===== src/rtl/mdv_pkg.sv =====
// mdv_pkg: shared types and constants for the microdrive write path.
// Holds the write FSM state encoding, the preamble byte values and the
// default cartridge word-address width shared with the playback engine.
package mdv_pkg;
    typedef enum logic [1:0] {IDLE, SYNC, SYNC_FF, DATA} mdv_state_e;
    localparam logic [7:0] MDV_PRE_ZERO = 8'h00;
    localparam logic [7:0] MDV_PRE_SYNC = 8'hFF;
    localparam int MDV_ADDR_W = 17;
endpackage


===== src/rtl/mdv_writer_if.sv =====
// mdv_writer_if: word write port into the cartridge image buffer.
//   mem_wr    one-clk word write strobe
//   mem_addr  word address
//   mem_data  {first byte, second byte}
// master: the writer drives the port; slave: the cartridge RAM side.
interface mdv_writer_if import mdv_pkg::*; #(parameter int ADDR_W = MDV_ADDR_W);
    logic              mem_wr;
    logic [ADDR_W-1:0] mem_addr;
    logic [15:0]       mem_data;
    modport master (output mem_wr, mem_addr, mem_data);
    modport slave  (input  mem_wr, mem_addr, mem_data);
endinterface


===== src/rtl/mdv_tx_reg.sv =====
// mdv_tx_reg: transmit holding register paced at tape byte rate.
//   clk, reset       clock, async active-high reset
//   ce               clock enable that advances the byte timer
//   active, start    write path running / first cycle of a block
//   tx_wr, tx_data   CPU write into the holding register
//   tx_empty         holding register free
//   underrun         sticky: a slot passed with nothing to send
//   byte_valid       one-clk: rx_byte consumed this cycle
//   rx_byte          holding register contents
module mdv_tx_reg #(parameter int BYTE_TICKS = 640) (
    input  logic       clk,
    input  logic       reset,
    input  logic       ce,
    input  logic       active,
    input  logic       start,
    input  logic       tx_wr,
    input  logic [7:0] tx_data,
    output logic       tx_empty,
    output logic       underrun,
    output logic       byte_valid,
    output logic [7:0] rx_byte
);
    localparam int TW = $clog2(BYTE_TICKS);
    logic [TW-1:0] timer;
    logic          slot;
    // The rise cycle only loads the timer, so the first slot lands BYTE_TICKS ce ticks later.
    assign slot       = active && !start && ce && timer == '0;
    assign byte_valid = slot && !tx_empty;
    always_ff @(posedge clk or posedge reset) begin
        if (reset) begin
            timer    <= '0;
            tx_empty <= 1'b1;
            underrun <= 1'b0;
            rx_byte  <= '0;
        end else begin
            if (start)
                timer <= TW'(BYTE_TICKS - 1);
            else if (active && ce)
                timer <= timer == '0 ? TW'(BYTE_TICKS - 1) : timer - 1'b1;
            if (tx_wr)
                rx_byte <= tx_data;
            // A write in the slot cycle refills the register the slot just drained.
            tx_empty <= !tx_wr && (tx_empty || slot);
            underrun <= !start && (underrun || (slot && tx_empty));
        end
    end
endmodule


===== src/rtl/mdv_writer.sv =====
// mdv_writer: microdrive write path into the cartridge image buffer.
//   clk, reset       clock, async active-high reset
//   ce               bus clock enable pacing the byte timer
//   sel, wr_en       drive selected / write enabled; both high = active
//   tx_wr, tx_data   CPU write to the transmit register
//   pos              tape word position, latched at block start
//   tx_empty         holding register free
//   underrun         sticky byte-slot underrun
//   dirty, dirty_clr image modified flag and its clear
//   mem              word write port (master)
module mdv_writer import mdv_pkg::*; #(
    parameter int BYTE_TICKS = 640,
    parameter int ADDR_W     = MDV_ADDR_W
) (
    input  logic              clk,
    input  logic              reset,
    input  logic              ce,
    input  logic              sel,
    input  logic              wr_en,
    input  logic              tx_wr,
    input  logic [7:0]        tx_data,
    input  logic [ADDR_W-1:0] pos,
    output logic              tx_empty,
    output logic              underrun,
    output logic              dirty,
    input  logic              dirty_clr,
    mdv_writer_if.master      mem
);
    mdv_state_e        state;
    logic              active, active_q, start, byte_valid, pend;
    logic [7:0]        rx_byte, hi;
    logic [ADDR_W-1:0] base, idx, waddr, addr_q;
    logic              wr_q;
    logic [15:0]       data_q;

    assign active = sel && wr_en;
    assign start  = active && !active_q;
    assign waddr  = base + idx;
    assign mem.mem_wr   = wr_q;
    assign mem.mem_addr = addr_q;
    assign mem.mem_data = data_q;

    mdv_tx_reg #(.BYTE_TICKS(BYTE_TICKS)) u_tx (
        .clk(clk), .reset(reset), .ce(ce), .active(active), .start(start),
        .tx_wr(tx_wr), .tx_data(tx_data), .tx_empty(tx_empty),
        .underrun(underrun), .byte_valid(byte_valid), .rx_byte(rx_byte)
    );

    always_ff @(posedge clk or posedge reset) begin
        if (reset) begin
            state    <= IDLE;
            active_q <= 1'b0;
            base     <= '0;
            idx      <= '0;
            hi       <= '0;
            pend     <= 1'b0;
            wr_q     <= 1'b0;
            addr_q   <= '0;
            data_q   <= '0;
            dirty    <= 1'b0;
        end else begin
            active_q <= active;
            wr_q     <= 1'b0;
            // wr_q is the strobe currently on the port, so a same-cycle clear loses.
            dirty    <= wr_q || (dirty && !dirty_clr);
            if (!active) begin
                // pend is cleared here, so the flush fires only on the falling edge.
                if (state == DATA && pend) begin
                    wr_q   <= 1'b1;
                    addr_q <= waddr;
                    data_q <= {hi, 8'h00};
                end
                state <= IDLE;
                pend  <= 1'b0;
            end else if (!active_q) begin
                base  <= pos;
                idx   <= '0;
                pend  <= 1'b0;
                state <= SYNC;
            end else if (byte_valid) begin
                state <= state == SYNC    ? (rx_byte == MDV_PRE_SYNC ? SYNC_FF : SYNC) :
                         state == SYNC_FF ? (rx_byte == MDV_PRE_SYNC ? DATA : SYNC) : state;
                if (state == DATA) begin
                    pend <= !pend;
                    hi   <= rx_byte;
                    if (pend) begin
                        wr_q   <= 1'b1;
                        addr_q <= waddr;
                        data_q <= {hi, rx_byte};
                        idx    <= idx + 1'b1;
                    end
                end
            end
        end
    end
endmodule


===== src/flat_wrapper.sv =====
// flat-port wrapper written by rule: the top's interface ports become plain ports
module mdv_writer_flat import mdv_pkg::*;
#(
    parameter int BYTE_TICKS = 640,
    parameter int ADDR_W     = MDV_ADDR_W
)
  (clk, reset, ce, sel, wr_en, tx_wr, tx_data, pos, tx_empty, underrun, dirty, dirty_clr, mem_mem_wr, mem_mem_addr, mem_mem_data);
  mdv_writer_if #(.ADDR_W(ADDR_W)) mem_i ();
  input  logic clk;
  input  logic reset;
  input  logic ce;
  input  logic sel;
  input  logic wr_en;
  input  logic tx_wr;
  input  logic [7:0] tx_data;
  input  logic [ADDR_W-1:0] pos;
  output logic tx_empty;
  output logic underrun;
  output logic dirty;
  input  logic dirty_clr;
  output wire logic [$bits(mem_i.mem_wr)-1:0] mem_mem_wr;
  output wire logic [$bits(mem_i.mem_addr)-1:0] mem_mem_addr;
  output wire logic [$bits(mem_i.mem_data)-1:0] mem_mem_data;
  assign mem_mem_wr = mem_i.mem_wr;
  assign mem_mem_addr = mem_i.mem_addr;
  assign mem_mem_data = mem_i.mem_data;
  mdv_writer #(.BYTE_TICKS(BYTE_TICKS), .ADDR_W(ADDR_W)) u_core (.clk(clk), .reset(reset), .ce(ce), .sel(sel), .wr_en(wr_en), .tx_wr(tx_wr), .tx_data(tx_data), .pos(pos), .tx_empty(tx_empty), .underrun(underrun), .dirty(dirty), .dirty_clr(dirty_clr), .mem(mem_i));
endmodule

===== config.mk =====
export PLATFORM = sky130hd
export DESIGN_NAME = mdv_writer_flat
export DESIGN_NICKNAME = d
export VERILOG_FILES = /design/src/rtl/mdv_pkg.sv /design/src/rtl/mdv_writer_if.sv /design/src/rtl/mdv_tx_reg.sv /design/src/rtl/mdv_writer.sv /design/src/flat_wrapper.sv
export SDC_FILE = /design/constraint.sdc
export NUM_CORES = 1
export LEC_CHECK = 0
export BUFFER_PORTS_ARGS = -buffer_cell sky130_fd_sc_hd__buf_2
export CORE_ASPECT_RATIO = 1.1
export CORE_MARGIN = 5
export CORE_UTILIZATION = 39
export DETAILED_ROUTE_END_ITERATION = 8
export REMOVE_ABC_BUFFERS = 1
export SLEW_MARGIN = 40
export SYNTH_ARGS = -nofsm -noshare
export SYNTH_HDL_FRONTEND = slang
export SYNTH_HIERARCHICAL = 1
export SYNTH_SLANG_ARGS = --single-unit

===== constraint.sdc =====
create_clock -name clk -period 5.1 [get_ports clk]
set_input_delay 0.255 -clock clk [delete_from_list [all_inputs] [get_ports clk]]
set_output_delay 0.255 -clock clk [all_outputs]
set_load 0.01 [all_outputs]

-- Word-level counts from Yosys, hierarchy flattened
Index checks and enable logic that the tools add are counted.
- $add $sub $neg: 3
- eq/ne operators: 14
- muxes and demuxes: 36
- bitwise logic cells: 1
- reduce and logical (&&, ||, !) cells: 30
- operator list (cell ; number):
    $mux W17 ; 10
    $mux W16 ; 6
    $mux W10 ; 3
    $add A17 B1 Y17 const B ; 1
    $add A17 B17 Y17 ; 1
    $mux W2 ; 7
    $ne A2 B2 Y1 const B ; 7
    $logic_and A1 B1 Y1 ; 12
    $logic_not A10 Y1 ; 1
    $mux W1 ; 10
    $sub A10 B1 Y10 const B ; 1
    $eq A8 B8 Y1 const B ; 1
    $reduce_and A4 Y1 ; 2
    $logic_not A1 Y1 ; 6
    $ne A3 B3 Y1 const B ; 2
    $reduce_and A2 Y1 ; 3
    $reduce_and A5 Y1 ; 1
    $eq A2 B2 Y1 const B ; 2
    $ne A4 B4 Y1 const B ; 1
    $reduce_bool A2 Y1 ; 2
    $logic_or A1 B1 Y1 ; 3
    $eq A2 B1 Y1 const B ; 1
    $not A1 Y1 ; 1
- register bits: 101
- input port bits: 32
- output and inout bits: 37
- logic and storage cells: 98

-- Longest topological paths before layout
Gate-level depths: netlist of run 1.
- depth in word-level cells: 10
- mapped depth: 13
- depth with buffers taken out: 11

-- By module
The synthesis of run 1 kept the hierarchy.
- by module, submodules not included (module ; instances ; cells an instance ; area each (µm²) ; sequential area each (µm²)):
    mdv_writer ; 1 ; 411 ; 4113.9 ; 2026.9
    mdv_tx_reg ; 1 ; 91 ; 993.5 ; 501.7

-- Worst setup path before layout of run 1
No wires, ideal clock.
- kind: register to register
- from: register u_core.u_tx.timer[0]
- to: register u_core.idx[2]
- setup time: 0.076 ns
- data arrival time: 2.528 ns
- data required time: 5.024 ns
- setup slack: 2.495 ns
- stages on the path, launching flop included: 13
- path buffers: 2
- period minus slack after synthesis: 2.605 ns
- cells stage by stage: dfrtp_1 -> inv_1 -> ha_1 -> nor4b_2 -> nand4_1 -> nor3_1 -> nand2_1 -> nor2_4 -> and2_1 -> buf_2 -> buf_4 -> nand2_1 -> o21ai_1
- longest elaborated chain between the ends: 5
- ends and longest elaborated chain (item ; RTL line ; text):
    start, declared ; mdv_tx_reg.sv:24 ; logic [TW-1:0] timer;
    start signal, assigned ; mdv_tx_reg.sv:37 ; timer <= TW'(BYTE_TICKS - 1);
    start signal, assigned ; mdv_tx_reg.sv:39 ; timer <= timer == '0 ? TW'(BYTE_TICKS - 1) : timer - 1'b1;
    $logic_not A10 Y1 ; mdv_tx_reg.sv:27 ; assign slot = active && !start && ce && timer == '0;
    $logic_and A1 B1 Y1 ; mdv_tx_reg.sv:27 ;
    $logic_and A1 B1 Y1 ; mdv_tx_reg.sv:28 ; assign byte_valid = slot && !tx_empty;
    net u_core.byte_valid ; mdv_writer.sv:30 ; logic active, active_q, start, byte_valid, pend;
    $ne A2 B2 Y1 (no line) ; n/a ;
    $reduce_and A4 Y1 (no line) ; n/a ;
    end signal, assigned ; mdv_writer.sv:90 ; idx <= idx + 1'b1;
    end, declared ; mdv_writer.sv:32 ; logic [ADDR_W-1:0] base, idx, waddr, addr_q;
The timed path passes the listed nets, and every way through them passes these cells.
A chain may end at the register's enable or synchronous reset.

-- Worst setup path after layout of run 1
- from: register u_core.u_tx.timer[0]
- to: register u_core.idx[15]
Same word-level chain as after synthesis.

==> reports/summary.md, run 1 <==
## Outcome
* run status: finished clean

## Timing
* Post-Route Skew: 0.0123 ns
* transition time at the pin with the least slew margin: 0.736 ns
* Final Critical Period: 3.32 ns
* number of hold-slack violations in the final timing report: 0
* setup repair after global routing missed its margin: false
* tightest slew margin relative to the limit: 50.9%
* Period Utilization, post-route: 65.0%
* total negative slack: 0 ns
* final setup violation count: 0
* setup slack after layout: 1.78 ns
* max-slew violation count: 0
* highest clock frequency the design can meet: 302 MHz

## Drt
* count of antenna-violating nets left after detailed routing: 0
* count of vias placed by the detailed router: 3,871
* DRC marker count from the first detailed-route iteration: 191
* number of vias per cell: 5.33
* total wirelength of the detailed-routed design: 11,600 um
* DRC: 0
* length of the first detailed-routing pass in iterations: 4
* detailed-route wire length per cell: 16.0 um

## Pwr
* power per cell area: 289 nW/um2
* leakage power: 2.80 nW
* maximum VDD drop: 0.251 mV
* overall power: 1.70 mW

## Logic synthesis
* mean instance size in the synthesized netlist: 10.2 um2
* count of state elements after synthesis: 101
* flip-flop cell with the highest count after synthesis: sky130_fd_sc_hd__dfrtp_1
* synthesized netlist cell count: 502
* Seq/Total Area, Yosys: 49.5%
* post-synth design cell area: 5110 um2
* async set-reset flop share out of synthesis: 100%
* Synth Warn #: 6
* Distinct cells, synth: 65
* Post-synth EDFFs: 0

## Worst setup path
* endpoint arrival time on the critical path: 3.59 ns
* end point of the critical path: u_core/idx[15]
* cell count along the critical path: 10
* number of cell instances on the worst register-to-register path: 10
* terminus of the critical flop-to-flop path: u_core/idx[15]
* Critical Setup Path Class: flip-flop to flip-flop
* largest driver fanout on the critical path: 19
* data required time at the worst endpoint: 5.38 ns
* RR Startpoint: u_core/u_tx/timer[0]
* worst path buffer plus inverter count: 1
* Worst path max stage delay: 0.66 ns
* Critical path origin: u_core/u_tx/timer[0]
* Critical Path, Cell by Cell: inv_1 > ha_1 > nor4b_2 > nand4_1 > nor3_1 > nand2_1 > nor2_4 > and2_1 > nand4_1 > o21ai_0
* critical-path cell with the highest stage delay: sky130_fd_sc_hd__and2_1
* family with the most delay on the worst path: simple AND/OR/NAND/NOR gates
* startpoint class of the critical path: flip-flop
* nature of the critical path endpoint: flip-flop
* r2r setup slk: 1.78 ns
* Critical Path Most Common Cell: sky130_fd_sc_hd__nand4_1

## Clock tree
* number of CTS-inserted buffers: 9
* clock root cell: sky130_fd_sc_hd__clkbuf_16
* Max clock buf depth: 2
* post-cts repair resize count: 0
* Reg clk slew, reported paths: 0.08 ns
* CTS sink count: 101
* clock tree from TritonCTS: yes
* later-pin clock latency in the skew report: 0.35 ns
* maximum level of the CTS H-tree: 3

## Die
* height of the chip: 130 um
* DIE AREA: 15,500 um2
* placeable core region: 12,800 um2
* width of the die: 119 um
* Initial Util: 40.1%
* Site Rows: 43
* count of boundary I/O pins: 69

## Place
* routability congestion estimate: 0.908
* Cells after DPL: 709
* placed wire-length estimate after detailed placement: 8510 um
* minimum setup slack after placement: 1.79 ns
* count of input and output buffers: 68

## Global route
* number of antenna violations at the first check in global routing: 0
* wire length of the first global-routing pass: 19,700 um
* largest net degree at the start of global routing: 82
* vias in the first global route: 3,974
* total global-route track usage: 15.9%
* GRT Residual Overflow: 0

## Layout
* number of antenna cells inserted: 0
* non-filler cells, final: 726
* Layout area overhead: 15.2%
* ratio of cells with drive above 1 in the final layout: 24.3%
* total of fill cells in the finished design: 1,218
* Total Nets Final: 617

## Run
* max-cap viol count: 0

## Worst hold path
* kind of path behind the tightest hold check: input port to flip-flop

## through the flow
step                      hold slack (ns)  util (%)  area (um2)
after floorplan                     0.218         -        5020
after global placement              0.453      43.8        5580
after detailed placement            0.462      43.8        5590
after CTS                          0.0874      46.0        5870
after global routing                0.110      46.1        5880
final                               0.130      46.1        5880
## worst reg2reg max path, cell delays in order, from the launching register on
cell                      delay (ns)
sky130_fd_sc_hd__dfrtp_1        0.42
sky130_fd_sc_hd__inv_1          0.07
sky130_fd_sc_hd__ha_1           0.27
sky130_fd_sc_hd__nor4b_2        0.38
sky130_fd_sc_hd__nand4_1        0.23
sky130_fd_sc_hd__nor3_1         0.39
sky130_fd_sc_hd__nand2_1        0.19
sky130_fd_sc_hd__nor2_4         0.30
sky130_fd_sc_hd__and2_1         0.66
sky130_fd_sc_hd__nand4_1        0.15
sky130_fd_sc_hd__o21ai_0        0.17
## synth_stat cells (2+ instances only)
cell | n | share of area [%]
sky130_fd_sc_hd__o21ai_0 | 26 | 2.5
sky130_fd_sc_hd__a211oi_1 | 4 | 0.59
sky130_fd_sc_hd__clkbuf_1 | 14 | 1.0
sky130_fd_sc_hd__nor2b_1 | 3 | 0.37
sky130_fd_sc_hd__and3_1 | 8 | 0.98
sky130_fd_sc_hd__a211oi_2 | 2 | 0.49
sky130_fd_sc_hd__nor3_1 | 5 | 0.49
sky130_fd_sc_hd__ha_1 | 20 | 4.9
sky130_fd_sc_hd__a41oi_1 | 2 | 0.34
sky130_fd_sc_hd__a21o_1 | 8 | 1.2
sky130_fd_sc_hd__nor2_1 | 19 | 1.4
sky130_fd_sc_hd__mux2_2 | 33 | 7.3
sky130_fd_sc_hd__a22o_1 | 10 | 1.7
sky130_fd_sc_hd__a31oi_1 | 4 | 0.49
sky130_fd_sc_hd__a21oi_1 | 18 | 1.8
sky130_fd_sc_hd__nand2_1 | 84 | 6.2
sky130_fd_sc_hd__o21a_1 | 2 | 0.29
sky130_fd_sc_hd__buf_2 | 6 | 0.59
sky130_fd_sc_hd__inv_1 | 12 | 0.88
sky130_fd_sc_hd__xnor2_1 | 7 | 1.2
sky130_fd_sc_hd__nand4_1 | 10 | 1.2
sky130_fd_sc_hd__o21ai_1 | 25 | 2.4
sky130_fd_sc_hd__and4_1 | 6 | 1.0
sky130_fd_sc_hd__xor2_1 | 11 | 1.9
sky130_fd_sc_hd__o31ai_1 | 6 | 0.88
sky130_fd_sc_hd__nand3_1 | 14 | 1.4
sky130_fd_sc_hd__dfrtp_1 | 100 | 49
sky130_fd_sc_hd__nand2b_1 | 4 | 0.49
sky130_fd_sc_hd__o21bai_1 | 3 | 0.44
## cell type report
cell class	instances	area [um2]	area share [%]
Tap cell	157	196	3.34
Multi-Input combinational cell	367	2440	41.6
Clock inverter	6	55.1	0.936
Sequential cell	101	2530	43.0
Clock buffer	10	229	3.89
Timing Repair Buffer	72	379	6.44
Inverter	13	50.0	0.851
## power breakdown
part | leakage (nW) | total [mW] | internal, mW | switching [mW]
Sequential | 1.31 | 0.865 | 0.835 | 0.0303
Combinational | 1.36 | 0.179 | 0.0776 | 0.101
Clock | 0.133 | 0.659 | 0.341 | 0.318
Total | 2.80 | 1.70 | 1.25 | 0.450
## cells in the final DEF (no fill, tap or decap), drive strengths merged, types with 7 or more instances in the layout
cell and count:
a21o 9, a21oi 19, a22o 10, and3 9
buf 70, clkbuf 11, dfrtp 100, ha 20
inv 15, mux2 33, nand2 84, nand3 15
nand4 10, nor2 21, o21ai 51, xnor2 7
xor2 11
## timing repair
action	CTS	global route
endpoints found under the setup margin	0	0
endpoints found under the hold margin	0	19
buffers inserted	0	0
hold buffers	0	1
## worst min-delay path by stage
| stage | startpoint | end | slack, ns | depth (start not counted) |
|---|---|---|---|---|
| after global routing | tx_data[4] | u_core/u_tx/rx_byte[4] | 0.11 | 2 |
| final | pos[12] | u_core/base[12] | 0.13 | 2 |
| after CTS | reset | u_core/u_tx/underrun | 0.09 | 2 |
| after global placement | u_core/mem.mem_wr | u_core/dirty | 0.45 | 1 |
| after detailed placement | u_core/mem.mem_data[11] | u_core/mem.mem_data[11] | 0.46 | 2 |
| after floorplan | reset | u_core/u_tx/rx_byte[0] | 0.22 | 1 |
## metal layers
metal	wire [um]	track usage, %
met1	5290	19.6
met2	5670	27.1
met3	526	4.85
met4	145	4.36
met5	0	0
## registers in the layout, summed over array words and instances (netlist names), 2 cells and up
| signal | count |
|---|---|
| u_core/u_tx/rx_byte | 8 |
| u_core/idx | 17 |
| u_core/state | 2 |
| u_core/base | 17 |
| u_core/mem.mem_addr | 17 |
| u_core/hi | 8 |
| u_core/mem.mem_data | 16 |
| u_core/u_tx/timer | 10 |
## cells by family (layout without fill, tap and decap cells)
family                   count (synthesis)  in the layout  synth area share [%]
AND/OR/NAND/NOR                        167            167                  15.9
AO/OA/AOI/OAI                          127            127                  16.0
buffers and inverters                   34            101                  2.72
adder cells (fa/ha/maj)                 21             21                  5.29
XOR/XNOR                                18             18                  3.09
multiplexers                            34             34                  7.47
flip-flops                             101            101                  49.5
No activity file was read; power rests on OpenSTA's default activity.
==> inputs of run 2 (changes only) <==
==> constraint.sdc (replaced) <==
create_clock -name clk -period 2.85 [get_ports clk]
set_input_delay 0.1425 -clock clk [delete_from_list [all_inputs] [get_ports clk]]
set_output_delay 0.1425 -clock clk [all_outputs]
set_load 0.01 [all_outputs]
==> run 2 against run 1 <==
  * Non-clock buffer count up 9
  * Critical path depth up 2
  * Core utilization up 0.62 points
  * Final cell count is 1.1% higher
  * Count of clock-buffer cells in the layout decreased by 1
  * Clock power is 78% higher
  * Sequential power rose by 79%
  * Register-to-register slack worse by 1.5 ns
  * Largest cell class unchanged
  * Largest power group unchanged
==> reports/summary.md, run 2 (synthesis gave the netlist of run 1 again) <==
## Global route
* total global-route track usage: 15.8%, -0.036 points
* wire length of the first global-routing pass: 19,600 um, -0.66%
* largest net degree at the start of global routing: 44, -46%
* number of antenna violations at the first check in global routing: 0, unchanged
* GRT Residual Overflow: 0, unchanged
* vias in the first global route: 4,011, +0.93%

## Timing
* tightest slew margin relative to the limit: 64.8%, +14 points
* setup repair after global routing missed its margin: false
* transition time at the pin with the least slew margin: 0.528 ns, -0.208 ns
* final setup violation count: 0, unchanged
* Final Critical Period: 2.54 ns, -0.777 ns
* number of hold-slack violations in the final timing report: 0, unchanged
* final worst hold slack: 0.0134 ns, -0.117 ns
* highest clock frequency the design can meet: 394 MHz, +31%
* Post-Route Skew: 0.0120 ns, -0.000252 ns
* max-slew violation count: 0, unchanged
* Period Utilization, post-route: 89.1%, +24 points

## Layout
* most frequent cells in the layout: sky130_fd_sc_hd__dfrtp_1 (100), sky130_fd_sc_hd__nand2_1 (84), sky130_fd_sc_hd__buf_2 (68)
* total of fill cells in the finished design: 1,231, +1.1%
* area taken by multi-input logic gates: 2450 um2, +0.36%
* number of antenna cells inserted: 0, unchanged
* Layout area overhead: 16.7%
* final core utilization: 46.8%, +0.62 points
* most common cell after layout, fill and taps aside: sky130_fd_sc_hd__dfrtp_1
* Total Nets Final: 626, +1.5%
* ratio of cells with drive above 1 in the final layout: 25.8%, +1.6 points
* area used by sequential logic in the layout: 2530 um2, unchanged

## Clock tree
* clock tree from TritonCTS: yes
* Reg clk slew, reported paths: 0.08 ns, about the same
* later-pin clock latency in the skew report: 0.35 ns, about the same
* maximum level of the CTS H-tree: 3, unchanged
* clock root cell: sky130_fd_sc_hd__clkbuf_16
* number of CTS-inserted buffers: 9, unchanged
* buffer count from post-CTS setup fixing: 0, unchanged
* Max clock buf depth: 2, unchanged
* CTS sink count: 101, unchanged

## Pwr
* proportion of power drawn by flip-flops and latches: 51.0%, +0.2 points
* Logic pwr share: 10.6%, about the same
* power per cell area: 510 nW/um2, +76%
* total internal power: 2.24 mW, +79%
* clock group share of total power: 38.4%, -0.3 points
* leakage power: 2.86 nW, +2.2%
* maximum VDD drop: 0.362 mV, +44%
* switch share: 26.3%, -0.15 points
* switching power summed over all nets: 0.798 mW, +77%

## Worst setup path
* largest driver fanout on the critical path: 11, -8
* RR Startpoint: u_core/u_tx/timer[0]
* data required time at the worst endpoint: 3.12 ns, -2.26 ns
* endpoint arrival time on the critical path: 2.81 ns, -0.78 ns
* r2r setup slk: 0.31 ns, -1.47 ns
* Critical path origin: u_core/u_tx/timer[0]
* nature of the critical path endpoint: flip-flop
* Critical Setup Path Class: flip-flop to flip-flop
* startpoint class of the critical path: flip-flop

## Die
* height of the chip: 130 um, unchanged
* count of boundary I/O pins: 69, unchanged
* placeable core region: 12,800 um2, unchanged
* DIE AREA: 15,500 um2, unchanged
* Site Rows: 43, unchanged
* width of the die: 119 um, unchanged
* Initial Util: 40.1%, unchanged

## Drt
* number of vias per cell: 5.37, +0.72%
* DRC: 0, unchanged
* count of vias placed by the detailed router: 3,942, +1.8%
* DRC marker count from the first detailed-route iteration: 180, -5.8%
* detailed-route wire length per cell: 15.8 um, -1.4%
* total wirelength of the detailed-routed design: 11,600 um, -0.32%
* count of antenna-violating nets left after detailed routing: 0, unchanged
* length of the first detailed-routing pass in iterations: 4, unchanged

## Place
* count of input and output buffers: 68, unchanged
* placed wire-length estimate after detailed placement: 8450 um, -0.60%
* routability congestion estimate: 0.906, -0.25%

## Run
* max-cap viol count: 0, unchanged

## Worst hold path
* worst min-delay path startpoint: tx_data[2]
* kind of path behind the tightest hold check: input port to flip-flop

## Outcome
* run status: finished clean

## run 2: repair_timing
item / 4_1_cts / 5_1_grt
resized for setup: 0 / 2
hold buffers: 1 / 0
endpoints found under the hold margin: 61 / 0
endpoints found under the setup margin: 0 / 11
## run 2: layout make-up
| type | instances | area share [%] |
|---|---|---|
| Clock buffer | 9 | 3.78 |
| Clock inverter | 6 | 0.902 |
| Inverter | 13 | 0.860 |
| Multi-Input combinational cell | 367 | 41.2 |
| Sequential cell | 101 | 42.4 |
| Tap cell | 157 | 3.29 |
| Timing Repair Buffer | 81 | 7.60 |
## run 2: per-layer routing
| layer | GRT usage, % | share of wire, % | vias up |
|---|---|---|---|
| met5 | 0 | 0 | - |
| met4 | 4.91 | 1.4 | 0 |
| met1 | 19.7 | 45 | 1903 |
| li1 | - | - | 1946 |
| met2 | 27.0 | 49 | 82 |
| met3 | 4.42 | 4.3 | 11 |
## run 2: power by group through the flow
stage / clock (mW) / sequential [mW] / combinational, mW
finish: 1.17 / 1.55 / 0.322
global route: 1.27 / 1.56 / 0.369
CTS: 1.21 / 1.55 / 0.326
detailed placement: 0 / 1.58 / 0.322
global placement: 0 / 1.57 / 0.315
floorplan: 0 / 1.55 / 0.237
## run 2: path summary, 6_finish.rpt
path / to / cells after the start
max reg2reg: u_core/idx[15] / 12
min: u_core/u_tx/rx_byte[2] / 2
max in group asynchronous: u_core/base[7] / 4
max: u_core/idx[15] / 12
min in group asynchronous: u_core/u_tx/timer[1] / 3
min reg2reg: u_core/mem.mem_data[14] / 2
## run 2: critical path: stages (launching register included)
cell	delay [ns]
sky130_fd_sc_hd__dfrtp_1	0.42
sky130_fd_sc_hd__inv_1	0.07
sky130_fd_sc_hd__ha_1	0.15
sky130_fd_sc_hd__nor4b_2	0.23
sky130_fd_sc_hd__nand4_1	0.22
sky130_fd_sc_hd__nor3_2	0.27
sky130_fd_sc_hd__nand2_1	0.17
sky130_fd_sc_hd__nor2_4	0.13
sky130_fd_sc_hd__buf_4	0.18
sky130_fd_sc_hd__and2_1	0.16
sky130_fd_sc_hd__buf_4	0.18
sky130_fd_sc_hd__nand4_1	0.10
sky130_fd_sc_hd__o21ai_0	0.17
## run 2: through the flow
step / setup slack [ns] / power [mW] / TNS, ns / instance area [um2] / cells
global route: 0.0180 / 3.19 / 0 / 5960 / 734
global placement: 0.261 / 1.89 / 0 / 5660 / 718
detailed placement: 0.147 / 1.90 / 0 / 5660 / 718
floorplan: -0.547 / 1.79 / -7.00 / 5020 / 481
finish: 0.311 / 3.04 / 0 / 5960 / 734
CTS: 0.113 / 3.08 / 0 / 5950 / 734
